$ cat src/rtl/ft600_fifo_responder_if.sv
// FT600 245-style synchronous FIFO bus as seen between the FPGA master and
// the chip-side responder. The responder's data drive is split into value and
// enable; whoever owns the pad builds the tristate.
interface ft600_fifo_responder_if #(
    parameter int DATA_W = 16,
    parameter int BE_W   = 2
);
    logic              rxf_n;
    logic              txe_n;
    logic              oe_n;
    logic              rd_n;
    logic              wr_n;
    logic [BE_W-1:0]   be;
    logic [DATA_W-1:0] master_data;
    logic [DATA_W-1:0] resp_data;
    logic              resp_oe;

    modport master (
        input  rxf_n, txe_n, resp_data, resp_oe,
        output oe_n, rd_n, wr_n, be, master_data
    );

    modport slave (
        output rxf_n, txe_n, resp_data, resp_oe,
        input  oe_n, rd_n, wr_n, be, master_data
    );
endinterface

$ cat src/rtl/ft600_fifo_responder.sv
// Chip-side model of the FT600 synchronous FIFO interface. Host command words
// queue in the h2f FIFO and are read out by the master over RXF_n/OE_n/RD_n;
// words the master writes over TXE_n/WR_n land in the f2h FIFO for the host
// side to drain. Protocol violations raise sticky flags and are dropped.
module ft600_fifo_responder #(
    parameter int H2F_DEPTH = 16,
    parameter int F2H_DEPTH = 16,
    parameter int DATA_W    = 16,
    parameter int BE_W      = 2
) (
    input  logic                         ft_clk,
    input  logic                         rst,
    ft600_fifo_responder_if.slave        ft,
    input  logic                         cmd_valid,
    input  logic [DATA_W-1:0]            cmd_data,
    output logic                         cmd_ready,
    input  logic                         txe_hold,
    output logic                         f2h_valid,
    output logic [DATA_W-1:0]            f2h_data,
    output logic [BE_W-1:0]              f2h_be,
    input  logic                         f2h_ready,
    output logic [$clog2(H2F_DEPTH):0]   h2f_level,
    output logic [$clog2(F2H_DEPTH):0]   f2h_level,
    output logic                         err_underflow,
    output logic                         err_overflow,
    output logic                         err_conflict
);
    localparam int HAW = $clog2(H2F_DEPTH);
    localparam int FAW = $clog2(F2H_DEPTH);
    localparam int HPW = HAW + 1;
    localparam int FPW = FAW + 1;
    localparam int FW  = DATA_W + BE_W;

    logic [DATA_W-1:0] h2f_mem [H2F_DEPTH];
    logic [FW-1:0]     f2h_mem [F2H_DEPTH];

    logic [HPW-1:0] h2f_wr_ptr, h2f_rd_ptr, h2f_wr_nxt, h2f_rd_nxt, h2f_lvl_nxt, h2f_level_q;
    logic [FPW-1:0] f2h_wr_ptr, f2h_rd_ptr, f2h_wr_nxt, f2h_rd_nxt, f2h_lvl_nxt, f2h_level_q;

    logic rxf_n_q, txe_n_q, post_rst_q;
    logic err_underflow_q, err_overflow_q, err_conflict_q;

    logic h2f_empty, h2f_full, f2h_empty, f2h_full;
    logic push_h, pop_h, push_f, pop_f;
    logic rd_req, wr_req;

    // Pointer-derived status and the per-edge transfer qualifiers.
    always_comb begin
        h2f_empty = (h2f_wr_ptr == h2f_rd_ptr);
        h2f_full  = (h2f_wr_ptr[HAW] != h2f_rd_ptr[HAW]) &&
                    (h2f_wr_ptr[HAW-1:0] == h2f_rd_ptr[HAW-1:0]);
        f2h_empty = (f2h_wr_ptr == f2h_rd_ptr);
        f2h_full  = (f2h_wr_ptr[FAW] != f2h_rd_ptr[FAW]) &&
                    (f2h_wr_ptr[FAW-1:0] == f2h_rd_ptr[FAW-1:0]);

        rd_req = ~ft.oe_n & ~ft.rd_n;
        wr_req = ~ft.wr_n;

        push_h = cmd_valid & ~h2f_full;
        // Pop is gated by the registered RXF_n the master actually sees.
        pop_h  = rd_req & ~rxf_n_q & ~h2f_empty;
        // A write while OE_n is low is a bus conflict and never stored.
        push_f = wr_req & ft.oe_n & ~txe_n_q & ~f2h_full;
        pop_f  = f2h_ready & ~f2h_empty;

        h2f_wr_nxt  = h2f_wr_ptr + HPW'(push_h);
        h2f_rd_nxt  = h2f_rd_ptr + HPW'(pop_h);
        f2h_wr_nxt  = f2h_wr_ptr + FPW'(push_f);
        f2h_rd_nxt  = f2h_rd_ptr + FPW'(pop_f);
        // Pointers wrap modulo 2*DEPTH, so the plain difference is the occupancy.
        h2f_lvl_nxt = h2f_wr_nxt - h2f_rd_nxt;
        f2h_lvl_nxt = f2h_wr_nxt - f2h_rd_nxt;
    end

    // FIFO storage; contents need no reset because the pointers define validity.
    always_ff @(posedge ft_clk) begin
        if (push_h) h2f_mem[h2f_wr_ptr[HAW-1:0]] <= cmd_data;
        if (push_f) f2h_mem[f2h_wr_ptr[FAW-1:0]] <= {ft.be, ft.master_data};
    end

    // Pointers, levels, bus flags and sticky error flags.
    always_ff @(posedge ft_clk) begin
        if (rst) begin
            h2f_wr_ptr      <= '0;
            h2f_rd_ptr      <= '0;
            f2h_wr_ptr      <= '0;
            f2h_rd_ptr      <= '0;
            h2f_level_q     <= '0;
            f2h_level_q     <= '0;
            rxf_n_q         <= 1'b1;
            txe_n_q         <= 1'b1;
            post_rst_q      <= 1'b1;
            err_underflow_q <= 1'b0;
            err_overflow_q  <= 1'b0;
            err_conflict_q  <= 1'b0;
        end else begin
            h2f_wr_ptr  <= h2f_wr_nxt;
            h2f_rd_ptr  <= h2f_rd_nxt;
            f2h_wr_ptr  <= f2h_wr_nxt;
            f2h_rd_ptr  <= f2h_rd_nxt;
            h2f_level_q <= h2f_lvl_nxt;
            f2h_level_q <= f2h_lvl_nxt;
            post_rst_q  <= 1'b0;
            // Both flags stay deasserted through the first edge after reset.
            rxf_n_q     <= post_rst_q | (h2f_lvl_nxt == '0);
            txe_n_q     <= post_rst_q | (f2h_lvl_nxt == FPW'(F2H_DEPTH)) | txe_hold;
            if (rd_req & rxf_n_q)   err_underflow_q <= 1'b1;
            if (wr_req & txe_n_q)   err_overflow_q  <= 1'b1;
            if (wr_req & ~ft.oe_n)  err_conflict_q  <= 1'b1;
        end
    end

    // Bus-side and host-side outputs; both FIFOs are first-word-fall-through.
    always_comb begin
        ft.rxf_n      = rxf_n_q;
        ft.txe_n      = txe_n_q;
        ft.resp_oe    = ~ft.oe_n;
        ft.resp_data  = h2f_empty ? '0 : h2f_mem[h2f_rd_ptr[HAW-1:0]];
        cmd_ready     = ~h2f_full;
        f2h_valid     = ~f2h_empty;
        {f2h_be, f2h_data} = f2h_mem[f2h_rd_ptr[FAW-1:0]];
        h2f_level     = h2f_level_q;
        f2h_level     = f2h_level_q;
        err_underflow = err_underflow_q;
        err_overflow  = err_overflow_q;
        err_conflict  = err_conflict_q;
    end
endmodule

$ cat src/flat_wrapper.sv
// flat-port wrapper written by rule: the top's interface ports become plain ports
module ft600_fifo_responder_flat 
#(
    parameter int H2F_DEPTH = 16,
    parameter int F2H_DEPTH = 16,
    parameter int DATA_W    = 16,
    parameter int BE_W      = 2
)
  (ft_clk, rst, cmd_valid, cmd_data, cmd_ready, txe_hold, f2h_valid, f2h_data, f2h_be, f2h_ready, h2f_level, f2h_level, err_underflow, err_overflow, err_conflict, ft_rxf_n, ft_txe_n, ft_resp_data, ft_resp_oe, ft_oe_n, ft_rd_n, ft_wr_n, ft_be, ft_master_data);
  ft600_fifo_responder_if #(.DATA_W(DATA_W), .BE_W(BE_W)) ft_i ();
  input  logic ft_clk;
  input  logic rst;
  input  logic cmd_valid;
  input  logic [DATA_W-1:0] cmd_data;
  output logic cmd_ready;
  input  logic txe_hold;
  output logic f2h_valid;
  output logic [DATA_W-1:0] f2h_data;
  output logic [BE_W-1:0] f2h_be;
  input  logic f2h_ready;
  output logic [$clog2(H2F_DEPTH):0] h2f_level;
  output logic [$clog2(F2H_DEPTH):0] f2h_level;
  output logic err_underflow;
  output logic err_overflow;
  output logic err_conflict;
  output wire logic [$bits(ft_i.rxf_n)-1:0] ft_rxf_n;
  output wire logic [$bits(ft_i.txe_n)-1:0] ft_txe_n;
  output wire logic [$bits(ft_i.resp_data)-1:0] ft_resp_data;
  output wire logic [$bits(ft_i.resp_oe)-1:0] ft_resp_oe;
  input wire logic [$bits(ft_i.oe_n)-1:0] ft_oe_n;
  input wire logic [$bits(ft_i.rd_n)-1:0] ft_rd_n;
  input wire logic [$bits(ft_i.wr_n)-1:0] ft_wr_n;
  input wire logic [$bits(ft_i.be)-1:0] ft_be;
  input wire logic [$bits(ft_i.master_data)-1:0] ft_master_data;
  assign ft_rxf_n = ft_i.rxf_n;
  assign ft_txe_n = ft_i.txe_n;
  assign ft_resp_data = ft_i.resp_data;
  assign ft_resp_oe = ft_i.resp_oe;
  assign ft_i.oe_n = ft_oe_n;
  assign ft_i.rd_n = ft_rd_n;
  assign ft_i.wr_n = ft_wr_n;
  assign ft_i.be = ft_be;
  assign ft_i.master_data = ft_master_data;
  ft600_fifo_responder #(.H2F_DEPTH(H2F_DEPTH), .F2H_DEPTH(F2H_DEPTH), .DATA_W(DATA_W), .BE_W(BE_W)) u_core (.ft_clk(ft_clk), .rst(rst), .ft(ft_i), .cmd_valid(cmd_valid), .cmd_data(cmd_data), .cmd_ready(cmd_ready), .txe_hold(txe_hold), .f2h_valid(f2h_valid), .f2h_data(f2h_data), .f2h_be(f2h_be), .f2h_ready(f2h_ready), .h2f_level(h2f_level), .f2h_level(f2h_level), .err_underflow(err_underflow), .err_overflow(err_overflow), .err_conflict(err_conflict));
endmodule
$ cat config.mk
export PLATFORM = sky130hd
export DESIGN_NAME = ft600_fifo_responder_flat
export DESIGN_NICKNAME = d
export VERILOG_FILES = /design/src/rtl/ft600_fifo_responder_if.sv /design/src/rtl/ft600_fifo_responder.sv /design/src/flat_wrapper.sv
export SDC_FILE = /design/constraint.sdc
export NUM_CORES = 1
export LEC_CHECK = 0
export ABC_AREA = 1
export ABC_CLOCK_PERIOD_IN_PS = 8320
export BUFFER_PORTS_ARGS = -buffer_cell sky130_fd_sc_hd__buf_2
export CORE_MARGIN = 3
export CORE_UTILIZATION = 50
export DETAILED_ROUTE_END_ITERATION = 10
export PLACE_DENSITY_LB_ADDON = 0.2
export SETUP_SLACK_MARGIN = 0.05
export SYNTH_ARGS = -nofsm -noshare
export SYNTH_HDL_FRONTEND = slang
export SYNTH_SLANG_ARGS = --single-unit
$ cat constraint.sdc
create_clock -name ft_clk -period 8.32 [get_ports ft_clk]
set_input_delay 0.416 -clock ft_clk [delete_from_list [all_inputs] [get_ports ft_clk]]
set_output_delay 0.416 -clock ft_clk [all_outputs]
set_load 0.01 [all_outputs]
# Word-level counts from Yosys, hierarchy flattened
# Memory sizes are Yosys's and may differ from the RTL's. A register that Yosys moved wholly into a read port is not among the register bits.
# Cells that the tools add are included.
[classes] bitwise_logic=23 add_sub_neg=6 reduce_logical=3 n_eq_ne=7 muxes=8
[op_table] op="$add A5 B1 Y5" count=4
[op_table] op="$mux W16" count=1
[op_table] op="$and A1 B1 Y1" count=11
[op_table] op="$eq A5 B5 Y1" count=2
[op_table] op="$sub A5 B5 Y5" count=2
[op_table] op="$not A1 Y1" count=9
[op_table] op="$eq A4 B4 Y1" count=2
[op_table] op="$mux W4" count=2
[op_table] op="$eq A5 B5 Y1 const B" count=1
[op_table] op="$logic_not A5 Y1" count=1
[op_table] op="$mux W1" count=5
[op_table] op="$or A1 B1 Y1" count=3
[op_table] op="$logic_and A1 B1 Y1" count=2
[op_table] op="$ne A1 B1 Y1" count=2
[totals] ram_bits=544 regBits=36 mem_count=2 output_inout_bits=52
[mem_list] memory="u_core.f2h_mem" words=16 width=18 rd=1 rd_ports_with_merged_regs=1 wr=1 line="ft600_fifo_responder.sv:35" source="logic [FW-1:0] f2h_mem [F2H_DEPTH];"
[mem_list] memory="u_core.h2f_mem" words=16 width=16 rd=1 rd_ports_with_merged_regs=1 wr=1 line="ft600_fifo_responder.sv:34" source="logic [DATA_W-1:0] h2f_mem [H2F_DEPTH];"

# Depth between registers and ports, before layout
# Gate-level depths: netlist of run 1.
[logic_depth] word_depth=9 depth_mapped=19

# Worst setup path after synthesis of run 1
# No wires, ideal clock.
[synth_path] path_type="reg2reg" start="register u_core.h2f_rd_ptr[0]" end="register u_core.rxf_n_q, in the netlist u_core.ft.rxf_n" stages_incl_launch_ff=19 t_arrival_ps=2867 path_slack_ps=5340 cell_sequence="dfxtp_1 -> buf_6 -> xnor2_1 -> nand4_1 -> nand3b_4 -> nand2_2 -> buf_6 -> inv_1 -> ha_1 -> ha_1 -> or2_2 -> nand2_1 -> ha_1 -> a21o_1 -> a21oi_1 -> nand3b_1 -> nand2_1 -> nand2_1 -> nand2_1"
[synth_via] elab_chain_cells=8 word_cells_on_any_way=12 cone_classes="add/sub: 3; eq/ne: 2; bitwise: 5; reduce/logical: 2"
[synth_rtl] element="from (decl)" line="ft600_fifo_responder.sv:37" source="logic [HPW-1:0] h2f_wr_ptr, h2f_rd_ptr, h2f_wr_nxt, h2f_rd_nxt, h2f_lvl_nxt, h2f_level_q;"
[synth_rtl] element="from (signal assigned)" line="ft600_fifo_responder.sv:98" source="h2f_rd_ptr <= h2f_rd_nxt;"
[synth_rtl] element="$eq A4 B4 Y1" line="ft600_fifo_responder.sv:51" source="(h2f_wr_ptr[HAW-1:0] == h2f_rd_ptr[HAW-1:0]);"
[synth_rtl] element="$logic_and A1 B1 Y1" line="ft600_fifo_responder.sv:50" source="h2f_full = (h2f_wr_ptr[HAW] != h2f_rd_ptr[HAW]) &&"
[synth_rtl] element="$not A1 Y1"
[synth_rtl] element="net cmd_ready" line="flat_wrapper.sv:15" source="output logic cmd_ready;"
[synth_rtl] element="$and A1 B1 Y1" line="ft600_fifo_responder.sv:59" source="push_h = cmd_valid & ~h2f_full;"
[synth_rtl] element="$add A5 B1 Y5" line="ft600_fifo_responder.sv:66" source="h2f_wr_nxt = h2f_wr_ptr + HPW'(push_h);"
[synth_rtl] element="net u_core.h2f_wr_nxt[2]" line="ft600_fifo_responder.sv:37"
[synth_rtl] element="$sub A5 B5 Y5" line="ft600_fifo_responder.sv:71" source="h2f_lvl_nxt = h2f_wr_nxt - h2f_rd_nxt;"
[synth_rtl] element="$logic_not A5 Y1" line="ft600_fifo_responder.sv:105" source="rxf_n_q <= post_rst_q | (h2f_lvl_nxt == '0);"
[synth_rtl] element="$or A1 B1 Y1" line="ft600_fifo_responder.sv:105"
[synth_rtl] element="to (signal assigned)" line="ft600_fifo_responder.sv:105"
[synth_rtl] element="to (decl)" line="ft600_fifo_responder.sv:40" source="logic rxf_n_q, txe_n_q, post_rst_q;"
# The timed path passes the listed nets, and every way through them passes these cells.
# A chain may end at the register's enable or synchronous reset.

==> impl_metrics.tcl, run 1 <==
set metrics [dict create \
    fin_util 0.568 \
    startpoint_type "flip-flop" \
    grt_max_degree 95 \
    vias_per_cell 5.46 \
    gp_congestion 0.836 \
    dr.pass1.iters 5 \
    slew_violations 0 \
    portBuffers 93 \
    cp_max_fo 94 \
    dieArea_um2 50800 \
    crit_slowest_cell "buf_4" \
    antenna_left 0 \
    finalSetupTns_ns 0 \
    h-tree-depth 2 \
    clkLatencyLatePin_ns 0.61 \
    fmax_mhz 238 \
    period_share 0.504 \
    rsz0062_at_grt "false" \
    dp_hpwl_mm 31.5 \
    fin_cells 2769 \
    layout_commonest_cell "edfxtp_1" \
    area_growth_pct 10.9 \
    clk_pin_slew_ns 0.06 \
    relSlewSlack 0.203 \
    vias 15100 \
    hp-class "primary input to flip-flop" \
    routed_wl_mm 54.2 \
    root_buffer "clkbuf_16" \
    cts_made_buffers 58 \
    yosysUniqueCellTypes 30 \
    netlist_area_um2 24100 \
    path_cells "buf_4 > buf_4 > o21ai_0 > o211ai_1 > o2111ai_1 > nand2_1 > buf_2" \
    cpPeakStageDelay_ns 0.78 \
    grt_pass1_vias 14400 \
    min_period_ns 4.19 \
    setup_viol 0 \
    synth.top_cells.by_area "edfxtp_1 (68%), nand2_1 (5.8%), inv_1 (3.8%)" \
    ios 94 \
    r2r_slack_ns 4.52 \
    start_util 0.512 \
    crit_path_end_kind "primary output" \
    crit_type "flip-flop to primary output" \
    post_cts_resized 0 \
    p_per_area_nw_per_um2 218 \
    route.detailed.drc 0 \
    critPathTopFamily "buffers and inverters" \
    max_cap_violations 0 \
    whs_ns 0.151 \
    outcome "completed" \
    hold_viol_final 0 \
    core_region_area_um2 47100 \
    cpMostUsedCell "buf_4" \
    fp-row-count 79 \
    die_w_um 225 \
    track_usage 0.215 \
    grt_remaining_overflow 0 \
    cellLeakagePower_nw 9.57 \
    ys_seq_area_frac 0.708 \
    worstMarginPinSlew_ns 1.19 \
    dp_cells 2659 \
    syn_nets 2105 \
    final_cell_mix "edfxtp_1 (544), nand2_1 (372), inv_1 (243)" \
    worst_ir_drop_vdd_mv 0.174 \
    critical_path_arrival_ns 3.78 \
    clock_sinks 580 \
    synth_area_leader_cell "edfxtp_1" \
    synth-seq-cells 580 \
    antenna_found_initial 5 \
    skew_ns 0.0193 \
    syn_avg_cell_area_um2 11.8 \
    drive_above_1_share 0.116 \
    clk_path_buf_depth 3 \
    yosysTopAreaCellShare 0.678 \
    path_buf_inv 3 \
    yosysWarnings 0 \
    wl_per_cell_um 19.6 \
    crit_required_ns 7.90 \
    layout.nets 2172 \
    totalPowerFinal_mw 5.83 \
    cts_tree "built" \
    fp.dieH_um 225 \
    syn_inst 2046 \
    first_iter_violations 1138 \
    grt_pass1_wl_mm 84.1 \
]
[registers in the layout (all words and copies together) (netlist names)]
signal and cells:
u_core.h2f_rd_ptr 5, u_core.f2h_rd_ptr 5, u_core.ft.rxf_n 1, u_core.ft.txe_n 1, u_core.err_conflict 1, u_core.h2f_level 5
u_core.h2f_mem 256, u_core.err_underflow 1, u_core.f2h_level 5, u_core.h2f_wr_ptr 5, u_core.post_rst_q 1, u_core.f2h_mem 288
u_core.f2h_wr_ptr 5, u_core.err_overflow 1
[metrics by stage]
| step | worst slack, ns | area (um2) |
|---|---|---|
| after global routing | 3.80 | 26700 |
| after CTS | 4.12 | 26700 |
| after global placement | 4.53 | 25000 |
| final | 4.13 | 26700 |
| after detailed placement | 4.51 | 25000 |
| after floorplan | 5.34 | 24100 |
[cells by family (layout without fill, tap and decap cells)]
family	after synthesis	in the layout	share of synthesized area
AND/OR/NAND/NOR	657	657	0.111
flip-flops	580	580	0.708
AO/OA/AOI/OAI	414	414	0.102
buffers and inverters	363	478	0.0635
adder cells (fa/ha/maj)	17	17	0.00945
XOR/XNOR	15	15	0.00545
other	0	1	0
[final cells by class]
cell class	instances	area, um2
fill	3889	20300
sequential	580	17100
multi-input combinational	1103	5550
clock buffer	77	1540
inverter	249	936
tap	607	759
timing repair buffer	121	678
clock inverter	31	170
antenna	1	2.50
[routing by layer]
metal,GRT usage,wire length (um),vias up
met5,0,50,-
met4,0.0529,1030,8
met3,0.0384,2800,84
met2,0.372,27400,375
met1,0.283,22900,7382
li1,-,-,7257
[path summary, 6_finish.rpt]
check | start | to | depth (start not counted)
max | u_core.f2h_rd_ptr[0] | f2h_data[12] | 7
min | ft_wr_n | u_core.err_overflow | 4
max reg2reg | u_core.f2h_rd_ptr[1] | u_core.ft.txe_n | 16
min reg2reg | u_core.post_rst_q | u_core.ft.rxf_n | 2
[report_power, final]
part	total, mW	switching (mW)	internal [mW]
registers	3.23	0.0134	3.21
logic	0.233	0.167	0.0656
clock network	2.37	1.07	1.31
[tightest hold or removal path: cells and delay by family]
family | cells | cell delay (ns)
compound gates | 1 | 0.07
buf+inv | 2 | 0.16
simple gates | 1 | 0.07
[Yosys cell counts, drive strengths merged]
library cell / n
or2: 1
o211ai: 101
a21oi: 125
o2111ai: 35
nor2: 167
fa: 2
xor2: 9
dfxtp: 36
buf: 78
a21o: 2
nand4: 6
nor3: 5
nand3: 100
o21ai: 151
nand3b: 5
nand2: 373
ha: 15
xnor2: 6
edfxtp: 544
clkbuf: 36
inv: 249
[repair_timing]
| action | in CTS | in global routing |
|---|---|---|
| hold buffers | 1 | 0 |
| hold endpoints to repair | 1 | 0 |
| setup buffers | 0 | 0 |
Power figures use the tool's default switching activity.
==> run 2, diff against run 1 <==
--- a/config.mk
+++ b/config.mk
@@ -5,8 +5,8 @@
 export SDC_FILE = /design/constraint.sdc
 export NUM_CORES = 1
 export LEC_CHECK = 0
-export ABC_AREA = 1
-export ABC_CLOCK_PERIOD_IN_PS = 8320
+export ABC_AREA = 0
+export ABC_CLOCK_PERIOD_IN_PS = 3700
 export BUFFER_PORTS_ARGS = -buffer_cell sky130_fd_sc_hd__buf_2
 export CORE_MARGIN = 3
 export CORE_UTILIZATION = 50
==> constraint.sdc (replaced) <==
create_clock -name ft_clk -period 3.7 [get_ports ft_clk]
set_input_delay 0.185 -clock ft_clk [delete_from_list [all_inputs] [get_ports ft_clk]]
set_output_delay 0.185 -clock ft_clk [all_outputs]
set_load 0.01 [all_outputs]
==> run 2 against run 1 <==
Utilization rose by 2.8 points. Via count shrank 25%. Clock-buffer cell count is 10 lower. Worst setup slack got worse by 3.8 ns. Critical path depth is the same. Wire length is 9.3% lower. Clock power is 150% higher. Hold slack worse by 0.11 ns. Clock skew increased by 0.0034 ns. Highest routed layer is now met4.
==> impl_metrics.tcl, run 2 <==
set metrics [dict create \
    largest_reg_flops 288 \
    routed_wl_mm 49.1 \
    synth.most_common_cell "edfxtp_1" \
    synthTopCellsByCount "edfxtp_1 (544), mux4_2 (100), mux2i_1 (58)" \
    synth_area_leader_cell "edfxtp_1" \
    cellLeakagePower_nw 8.60 \
    dr.pass1.iters 5 \
    crit_required_ns 3.51 \
    route.detailed.drc 0 \
    layout.nets 1412 \
    dieArea_um2 47700 \
    async_reset_ff_frac 0 \
    clock_sinks 580 \
    start_util 0.508 \
    clk_pin_slew_ns 0.06 \
    track_usage 0.211 \
    outcome "completed" \
    rsz0062_at_grt "false" \
    vias_per_cell 5.70 \
    pwr-share-comb 0.038 \
    skew_ns 0.0226 \
    h-tree-depth 2 \
    finalSetupTns_ns 0 \
    diodes 0 \
    synth.top_cells.by_area "edfxtp_1 (72%), mux4_2 (10%), dfxtp_1 (3.2%)" \
    cpMostUsedCell "a211oi_1" \
    syn_inst 1161 \
    antenna_left 0 \
    dp_hpwl_mm 27.8 \
    switching_power_mw 2.75 \
    fp.dieH_um 218 \
    synth-seq-cells 580 \
    area_growth_pct 17.4 \
    path_cells "buf_4 > buf_6 > mux4_2 > nor2b_1 > a211oi_1 > a211oi_1 > buf_2" \
    grt_busiest_layer "met2" \
    ios 94 \
    cp_max_fo 36 \
    ys_seq_area_frac 0.756 \
    crit_slowest_cell "mux4_2" \
    yosysWarnings 0 \
    cpPeakStageDelay_ns 0.56 \
    first_iter_violations 989 \
    num-fill-cells 3222 \
    period_share 0.920 \
    worst_ir_drop_vdd_mv 0.437 \
    netlist_area_um2 22600 \
    seqPwrFrac 0.530 \
    layout_commonest_cell "edfxtp_1" \
    wl_per_cell_um 24.6 \
    root_buffer "clkbuf_16" \
    met2_usage 0.367 \
    setup_viol 0 \
    antenna_found_initial 0 \
    fmax_mhz 294 \
    grt_remaining_overflow 0 \
    hold_viol_final 0 \
    grt_max_degree 110 \
    p_clk_frac 0.432 \
    cts_made_buffers 58 \
    synth_edf_count 544 \
    fp-row-count 77 \
    gr-usage-met1 0.278 \
    grt_pass1_wl_mm 74.5 \
    cts_tree "built" \
    switching_share 0.201 \
    final_cell_mix "edfxtp_1 (544), mux4_2 (100), buf_2 (93)" \
    startpoint_type "flip-flop" \
    ys.flop_type "edfxtp_1" \
    portBuffers 93 \
    worstMarginPinSlew_ns 0.971 \
    relSlewSlack 0.353 \
    die_w_um 218 \
    syn_nets 1220 \
    yosysUniqueCellTypes 41 \
    grt_pass1_vias 11900 \
    crit_type "flip-flop to primary output" \
    met3_usage 0.0345 \
    max_cap_violations 0 \
    gp_congestion 0.734 \
    min_period_ns 3.40 \
    vias 11400 \
    clkLatencyLatePin_ns 0.61 \
    post_cts_buffers 0 \
    critical_path_arrival_ns 3.22 \
    yosysTopAreaCellShare 0.724 \
    seq_area_um2 17100 \
    crit_path_end_kind "primary output" \
    slew_violations 0 \
    hp-class "primary input to flip-flop" \
    core_region_area_um2 44400 \
    clk_path_buf_depth 3 \
    p_per_area_nw_per_um2 516 \
    internal_power_mw 10.9 \
    totalPowerFinal_mw 13.7 \
    multi_input_area_um2 5300 \
    syn_avg_cell_area_um2 19.4 \
    drive_above_1_share 0.290 \
]
run 2: power by group through the flow:
stage / Combinational, mW / Sequential [mW] / Clock, mW
finish: 0.524 / 7.24 / 5.90
global route: 0.573 / 7.24 / 6.33
CTS: 0.534 / 7.24 / 6.04
detailed placement: 0.496 / 7.38 / 0
global placement: 0.482 / 7.37 / 0
floorplan: 0.260 / 7.38 / 0
run 2: kinds of logic after synthesis:
family,count (synthesis),synth area share
xor gates and xnor gates,32,0.0124
adders and majority gates,18,0.0105
DFF,580,0.756
buffers and inverters,72,0.0139
muxes,176,0.135
AOI/OAI and AO/OA,150,0.0445
and+or+nand+nor,133,0.0280
run 2: layout make-up:
| class | count | share of cell area |
|---|---|---|
| tap | 592 | 0.0280 |
| sequential | 580 | 0.645 |
| clock inverter | 43 | 0.0162 |
| multi-input combinational | 509 | 0.200 |
| timing repair buffer | 195 | 0.0527 |
| clock buffer | 67 | 0.0569 |
| inverter | 9 | 0.00128 |
run 2: per-stage QoR:
stage          cell area, um2  cells  hold slack, ns   util  setup WS [ns]
6_report                26500   1995          0.0453  0.596          0.295
5_1_grt                 26500   1995          0.0572  0.596         0.0578
4_1_cts                 26500   1995          0.0165  0.596          0.134
3_5_place_dp            24100   1846           0.385  0.543          0.311
3_3_place_gp            24100   1846           0.384  0.543          0.446
2_1_floorplan           22600   1161           0.213      -          0.483
run 2: layer usage:
| metal | up-vias | part of all wire |
|---|---|---|
| met4 | 0 | 0.023 |
| li1 | 5114 | - |
| met5 | - | 0 |
| met1 | 5893 | 0.42 |
| met2 | 274 | 0.52 |
| met3 | 83 | 0.044 |
run 2: path summary, 6_finish.rpt:
path,startpoint,end,slack (ns),depth (start not counted)
setup / recovery,u_core.h2f_rd_ptr[0],ft_resp_data[13],0.30,7
hold / removal,rst,u_core.post_rst_q,0.05,1
setup reg to reg,u_core.f2h_wr_ptr[0],u_core.ft.txe_n,0.45,11
hold reg to reg,u_core.post_rst_q,u_core.ft.rxf_n,0.46,2
run 2: critical path, delay by kind of cell, from the launching register on:
kind,cells,cell delay (ns)
simple gates,1,0.14
flops,1,0.34
buf+inv,3,1.11
mux,1,0.56
compound gates,2,0.43
run 2: timing repair:
item	4_1_cts	5_1_grt
setup endpoints to repair	1	1
pin swaps	0	0
hold endpoints to repair	548	0
hold buffers	39	0
resized for setup	1	1
